`src/rtl/sequenciador_multiciclo.sv`:
```
// Multicycle control sequencer: steps each instruction through fetch, decode, execute, memory
// and write-back. Optional retired-instruction counter built under SEQ_CONTADOR_RETIRADAS_EN.
module sequenciador_multiciclo (
  input  logic        clock,
  input  logic        reset,
  input  logic [15:0] instrucao,
  input  logic        md_pronto,
  output logic [1:0]  controlePC,
  output logic        Rom_sink_ren,
  output logic        Rom_sink_cen,
  output logic        BR_Hab_Escrita,
  output logic [3:0]  BR_Sel_E_SA,
  output logic [3:0]  BR_Sel_SB,
  output logic        EXcontrole,
  output logic [7:0]  EXconstante,
  output logic        Controle_Mux1,
  output logic        Controle_Mux2,
  output logic [3:0]  ULA_OP,
  output logic        MD_Hab_Escrita,
  output logic        parado,
  output logic        erro_opcode,
  output logic [15:0] instr_retiradas
);

  localparam logic [2:0] StBusca   = 3'd0;
  localparam logic [2:0] StDecod   = 3'd1;
  localparam logic [2:0] StExec    = 3'd2;
  localparam logic [2:0] StMem     = 3'd3;
  localparam logic [2:0] StEscrita = 3'd4;
  localparam logic [2:0] StParado  = 3'd5;

  localparam logic [3:0] OpNop   = 4'h0;
  localparam logic [3:0] OpAluR  = 4'h1;
  localparam logic [3:0] OpAluI  = 4'h2;
  localparam logic [3:0] OpLoad  = 4'h3;
  localparam logic [3:0] OpStore = 4'h4;
  localparam logic [3:0] OpJump  = 4'h5;
  localparam logic [3:0] OpHalt  = 4'hF;

  logic [2:0]  state_q, state_d;
  logic [15:0] ir_q, ir_d;
  logic        erro_q, erro_d;

  logic [3:0] opcode;
  logic       is_undef, is_alu, is_mem, uses_const;

  assign opcode     = ir_q[15:12];
  assign is_undef   = !(opcode inside {OpNop, OpAluR, OpAluI, OpLoad, OpStore, OpJump, OpHalt});
  assign is_alu     = (opcode == OpAluR) || (opcode == OpAluI);
  assign is_mem     = (opcode == OpLoad) || (opcode == OpStore);
  assign uses_const = (opcode == OpAluI) || is_mem;

  always_comb begin
    state_d = state_q;
    ir_d    = ir_q;
    erro_d  = erro_q;
    case (state_q)
      StBusca: begin
        state_d = StDecod;
        ir_d    = instrucao;
      end
      StDecod: begin
        if (is_undef) erro_d = 1'b1;
        if (opcode == OpHalt)                     state_d = StParado;
        else if ((opcode == OpNop) || is_undef)   state_d = StBusca;
        else                                      state_d = StExec;
      end
      StExec: begin
        if (is_alu)      state_d = StEscrita;
        else if (is_mem) state_d = StMem;
        else             state_d = StBusca;
      end
      StMem: begin
        if (md_pronto) state_d = (opcode == OpLoad) ? StEscrita : StBusca;
      end
      StEscrita: state_d = StBusca;
      StParado:  state_d = StParado;
      default:   state_d = StBusca;
    endcase
  end

  always_ff @(posedge clock or negedge reset) begin
    if (!reset) begin
      state_q <= StBusca;
      ir_q    <= 16'h0000;
      erro_q  <= 1'b0;
    end else begin
      state_q <= state_d;
      ir_q    <= ir_d;
      erro_q  <= erro_d;
    end
  end

  // Moore decode from state and IR; only the MEM exit looks at md_pronto.
  always_comb begin
    controlePC     = 2'b00;
    Rom_sink_ren   = 1'b0;
    Rom_sink_cen   = 1'b0;
    BR_Hab_Escrita = 1'b0;
    MD_Hab_Escrita = 1'b0;
    parado         = 1'b0;
    BR_Sel_E_SA    = ir_q[11:8];
    BR_Sel_SB      = ir_q[7:4];
    EXconstante    = ir_q[7:0];
    EXcontrole     = uses_const;
    Controle_Mux1  = uses_const;
    Controle_Mux2  = (opcode == OpLoad);
    ULA_OP         = (opcode == OpAluR) ? ir_q[3:0] : 4'b0000;
    case (state_q)
      StBusca: begin
        Rom_sink_ren = 1'b1;
        Rom_sink_cen = 1'b1;
      end
      StDecod: begin
        if ((opcode == OpNop) || is_undef) controlePC = 2'b01;
      end
      StExec: begin
        if (opcode == OpJump) controlePC = 2'b10;
      end
      StMem: begin
        if (opcode == OpStore) begin
          MD_Hab_Escrita = 1'b1;
          if (md_pronto) controlePC = 2'b01;
        end
      end
      StEscrita: begin
        BR_Hab_Escrita = 1'b1;
        controlePC     = 2'b01;
      end
      StParado: parado = 1'b1;
      default: ;
    endcase
  end

  // Visible already in the decode cycle that detects it, held until reset.
  assign erro_opcode = erro_q | ((state_q == StDecod) && is_undef);

`ifdef SEQ_CONTADOR_RETIRADAS_EN
  logic [15:0] cnt_q, cnt_d;

  assign cnt_d = (controlePC != 2'b00) ? cnt_q + 16'd1 : cnt_q;

  always_ff @(posedge clock or negedge reset) begin
    if (!reset) cnt_q <= 16'h0000;
    else        cnt_q <= cnt_d;
  end

  assign instr_retiradas = cnt_q;
`else
  assign instr_retiradas = 16'h0000;
`endif

endmodule

```
`config.mk`:
```
export PLATFORM = sky130hd
export DESIGN_NAME = sequenciador_multiciclo
export DESIGN_NICKNAME = d
export VERILOG_FILES = /design/src/rtl/sequenciador_multiciclo.sv
export SDC_FILE = /design/constraint.sdc
export NUM_CORES = 1
export LEC_CHECK = 0
export BUFFER_PORTS_ARGS = -buffer_cell sky130_fd_sc_hd__buf_2
export CELL_PAD_IN_SITES_DETAIL_PLACEMENT = 1
export CELL_PAD_IN_SITES_GLOBAL_PLACEMENT = 1
export CORE_ASPECT_RATIO = 1.1
export CORE_MARGIN = 8
export CORE_UTILIZATION = 29
export DETAILED_ROUTE_END_ITERATION = 12
export GPL_TIMING_DRIVEN = 0
export PLACE_DENSITY_LB_ADDON = 0.1
export SLEW_MARGIN = 40
export SYNTH_ARGS = -nofsm -noshare
export SYNTH_HDL_FRONTEND = slang
export SYNTH_SLANG_ARGS = --single-unit
export TNS_END_PERCENT = 5
```
`constraint.sdc`:
```
create_clock -name clock -period 1.3 [get_ports clock]
set_input_delay 0.065 -clock clock [delete_from_list [all_inputs] [get_ports clock]]
set_output_delay 0.065 -clock clock [all_outputs]
set_load 0.03 [all_outputs]
```
==> flow_summary.yaml <==
critical_path:
  critPathCaptureType: "output pin"
  critical_path_required_ns: 1.24
  r2r-start: "ir_q[13]$_DFFE_PN0P_"
  setup.worst_path.end: "controlePC[0]"
  worstRegToRegCells: 5
  r2r-end: "state_q[1]$_DFFE_PN0P_"
  critPathLaunchType: "flip-flop"
  r2r_slack_ns: -0.10
  arrival_ns: 1.64
  path_max_fanout: 10
  criticalPathCategory: "reg -> out"
  worstSetupStartpoint: "ir_q[14]$_DFFE_PN0P_"
placement:
  place_inst: 241
  postPlaceCellArea_um2: 1695
  dp.final_hpwl_um: 2723
  port_buffers: 49
  place_congestion: 0.7405
cts:
  clk_path_buf_depth: 2
  cts.sink_count: 20
  clk_latency_ns: 0.25
  numCtsBuffers: 3
  cts_tree: "yes"
  htree_levels: 1
  cts-root-buf: "clkbuf_8"
  cts.clk_slew.worst_paths_ns: 0.07
routing:
  top_layer: "met4"
  drc: 0
  wl_met2_um: 1909
  drt-total-wl_um: 3448
  drt_first_pass_iters: 2
  avgViaCountPerCell: 4.222
  post_drt_wl_per_cell_um: 13.90
  routed-via-count: 1047
  wl_met1_um: 1265
  drtIter0Drc: 20
  met3_length_um: 250
  ant_nets: 0
synthesis:
  syn_area_um2: 1282
  yosysTopAreaCell: "dfrtp_1"
  ys_ff_latch: 20
  yosysUniqueCellTypes: 28
  syn-instance-count: 123
  ys_top_cells_by_area: "dfrtp_1 (39%), buf_4 (20%), mux2_2 (14%)"
  ys_warn_count: 0
  synth_top_area_share_pct: 39.02
  syn_avg_cell_area_um2: 10.43
  synth-seq-area-share_pct: 39.02
min_path:
  hold_class: "in -> reg"
  hp-start: "instrucao[4]"
final_layout:
  stdcell_count: 248
  fin_area_um2: 1922
  drive_gt1_share_pct: 67.53
  diodes: 0
  layout_commonest_cell: "buf_4"
  final_cell_mix: "buf_4 (40), buf_2 (38), mux2_2 (16), conb_1 (16), dfrtp_1 (16)"
  nNetsFinal: 214
  synthToLayoutAreaGrowth_pct: 49.85
power_and_ir_drop:
  p_seq_share_pct: 22.4
  clkPwrFrac_pct: 8.4
  p_sw_w: 0.002510
  leakage_nw: 0.9390
  power_density_nw_per_um2: 2853
  intPower_w: 0.002974
  pwr-share-comb_pct: 69.2
  ir_worst_vdd_v: 0.001299
  p_sw_share_pct: 45.77
global_routing:
  grt-ovfl-total: 0
  globalRouteTotalUtil_pct: 10.44
  grt_pass1_wl_um: 5664
  grt_pass1_vias: 1136
  antenna_found_initial: 0
  grt_max_degree: 21
sta:
  timing.fmax_mhz: 587.5
  setup_violations: 32
  holdWs_ns: 0.03759
  fin_crit_sh_pct: 130.9
  rsz0062_at_grt: "true"
  maxSlewViolCount: 0
  setup_slack_ns: -0.4023
  fin_worst_skew_ns: 0.001363
  fin_crit_ns: 1.702
  hold_viol_final: 0
floorplanning:
  rows: 25
  num_io_pins: 66
  fp.dieW_um: 79.41
  die-area_um2: 6809
  start_util_pct: 29.93
  die_h_um: 85.75
  core_um2: 4285
status:
  violations: "setup timing"
  status: "finished with violations"
flow_run:
  cap_viol_max_count: 0
-- final cells by class --
| type | count | area [um^2] |
|---|---|---|
| Fill cell | 487 | 2364 |
| Multi-Input combinational cell | 78 | 640.6 |
| Sequential cell | 20 | 505.5 |
| Buffer | 39 | 325.3 |
| Timing Repair Buffer | 52 | 324.1 |
| Tap cell | 54 | 67.56 |
| Clock buffer | 4 | 55.05 |
| Inverter | 1 | 3.754 |
-- worst min path at each step --
stage,endpoint,cells past startpoint
global placement,ir_q[2]$_DFFE_PN0P_,1
finish,ir_q[4]$_DFFE_PN0P_,2
CTS,ir_q[4]$_DFFE_PN0P_,2
detailed placement,ir_q[0]$_DFFE_PN0P_,1
floorplan,erro_q$_DFFE_PN0P_,0
global route,ir_q[4]$_DFFE_PN0P_,2
-- power by group through the flow --
stage,combinational (W),sequential [W],clock [W]
final,0.00380,0.00123,0.000460
after global routing,0.00406,0.00128,0.000512
after CTS,0.00381,0.00123,0.000480
after detailed placement,0.00337,0.00119,0
after global placement,0.00332,0.00117,0
after floorplan,0.00269,0.00112,0
-- cells by family after synthesis --
logic type / after synthesis / share of synthesized area, %
other cells: 1 / 0.2924
flops: 20 / 39.02
compound gates: 14 / 7.511
simple gates: 31 / 15.22
xor+xnor: 1 / 0.6831
mux: 16 / 14.05
buf+inv: 40 / 23.22
-- routing by layer --
| metal | up-vias | GRT usage, % |
|---|---|---|
| met5 | - | 0 |
| met4 | 0 | 3.541 |
| met3 | 2 | 3.661 |
| met2 | 28 | 19.07 |
| met1 | 500 | 10.61 |
| li1 | 517 | - |
-- worst max-delay path: stages (launching register included) --
cell	delay (ns)
dfrtp_1	0.39
buf_6	0.15
nand2b_4	0.16
nor2_4	0.10
nor3_2	0.06
a311o_2	0.38
buf_6	0.14
-- synth_stat cells --
| cell type | n |
|---|---|
| and2_1 | 5 |
| nor3_1 | 5 |
| nand2_1 | 5 |
| or3b_4 | 1 |
| xnor2_1 | 1 |
| inv_1 | 1 |
| nor4_2 | 1 |
| o21ai_0 | 3 |
| o2111ai_1 | 1 |
| mux2_2 | 16 |
| clkbuf_1 | 1 |
| nor3_4 | 1 |
| o41ai_1 | 1 |
| o211ai_1 | 2 |
| a311o_1 | 1 |
| nand2b_1 | 2 |
| buf_6 | 2 |
| dfrtp_1 | 20 |
| o21bai_1 | 2 |
| buf_2 | 1 |
| buf_4 | 35 |
| nand3b_1 | 1 |
| a21oi_1 | 3 |
| o22a_1 | 1 |
| nor2b_1 | 3 |
| nor4b_1 | 3 |
| conb_1 | 1 |
| nor2_1 | 4 |
-- state kept, by name (all words and copies together) (netlist names) --
register	cells
ir_q	16
erro_q	1
state_q	3
-- repair_timing --
| action | in CTS | in global routing |
|---|---|---|
| hold buffers | 1 | 0 |
| buffers inserted | 2 | 0 |
| pin swaps | 6 | 3 |
| setup endpoints to repair | 35 | 34 |
| endpoints found under the hold margin | 20 | 0 |
| gates resized for setup | 38 | 3 |
-- stage by stage --
step	TNS [ns]	setup slack, ns	power (W)	utilization (%)
2_1_floorplan	-2.167	-0.1650	0.003813	-
3_3_place_gp	-5.676	-0.3200	0.004492	39.56
3_5_place_dp	-6.061	-0.3271	0.004558	39.56
4_1_cts	-5.390	-0.3833	0.005518	44.50
5_1_grt	-6.870	-0.4603	0.005853	44.85
6_report	-4.255	-0.4023	0.005484	44.85
Power figures use the tool's default switching activity.
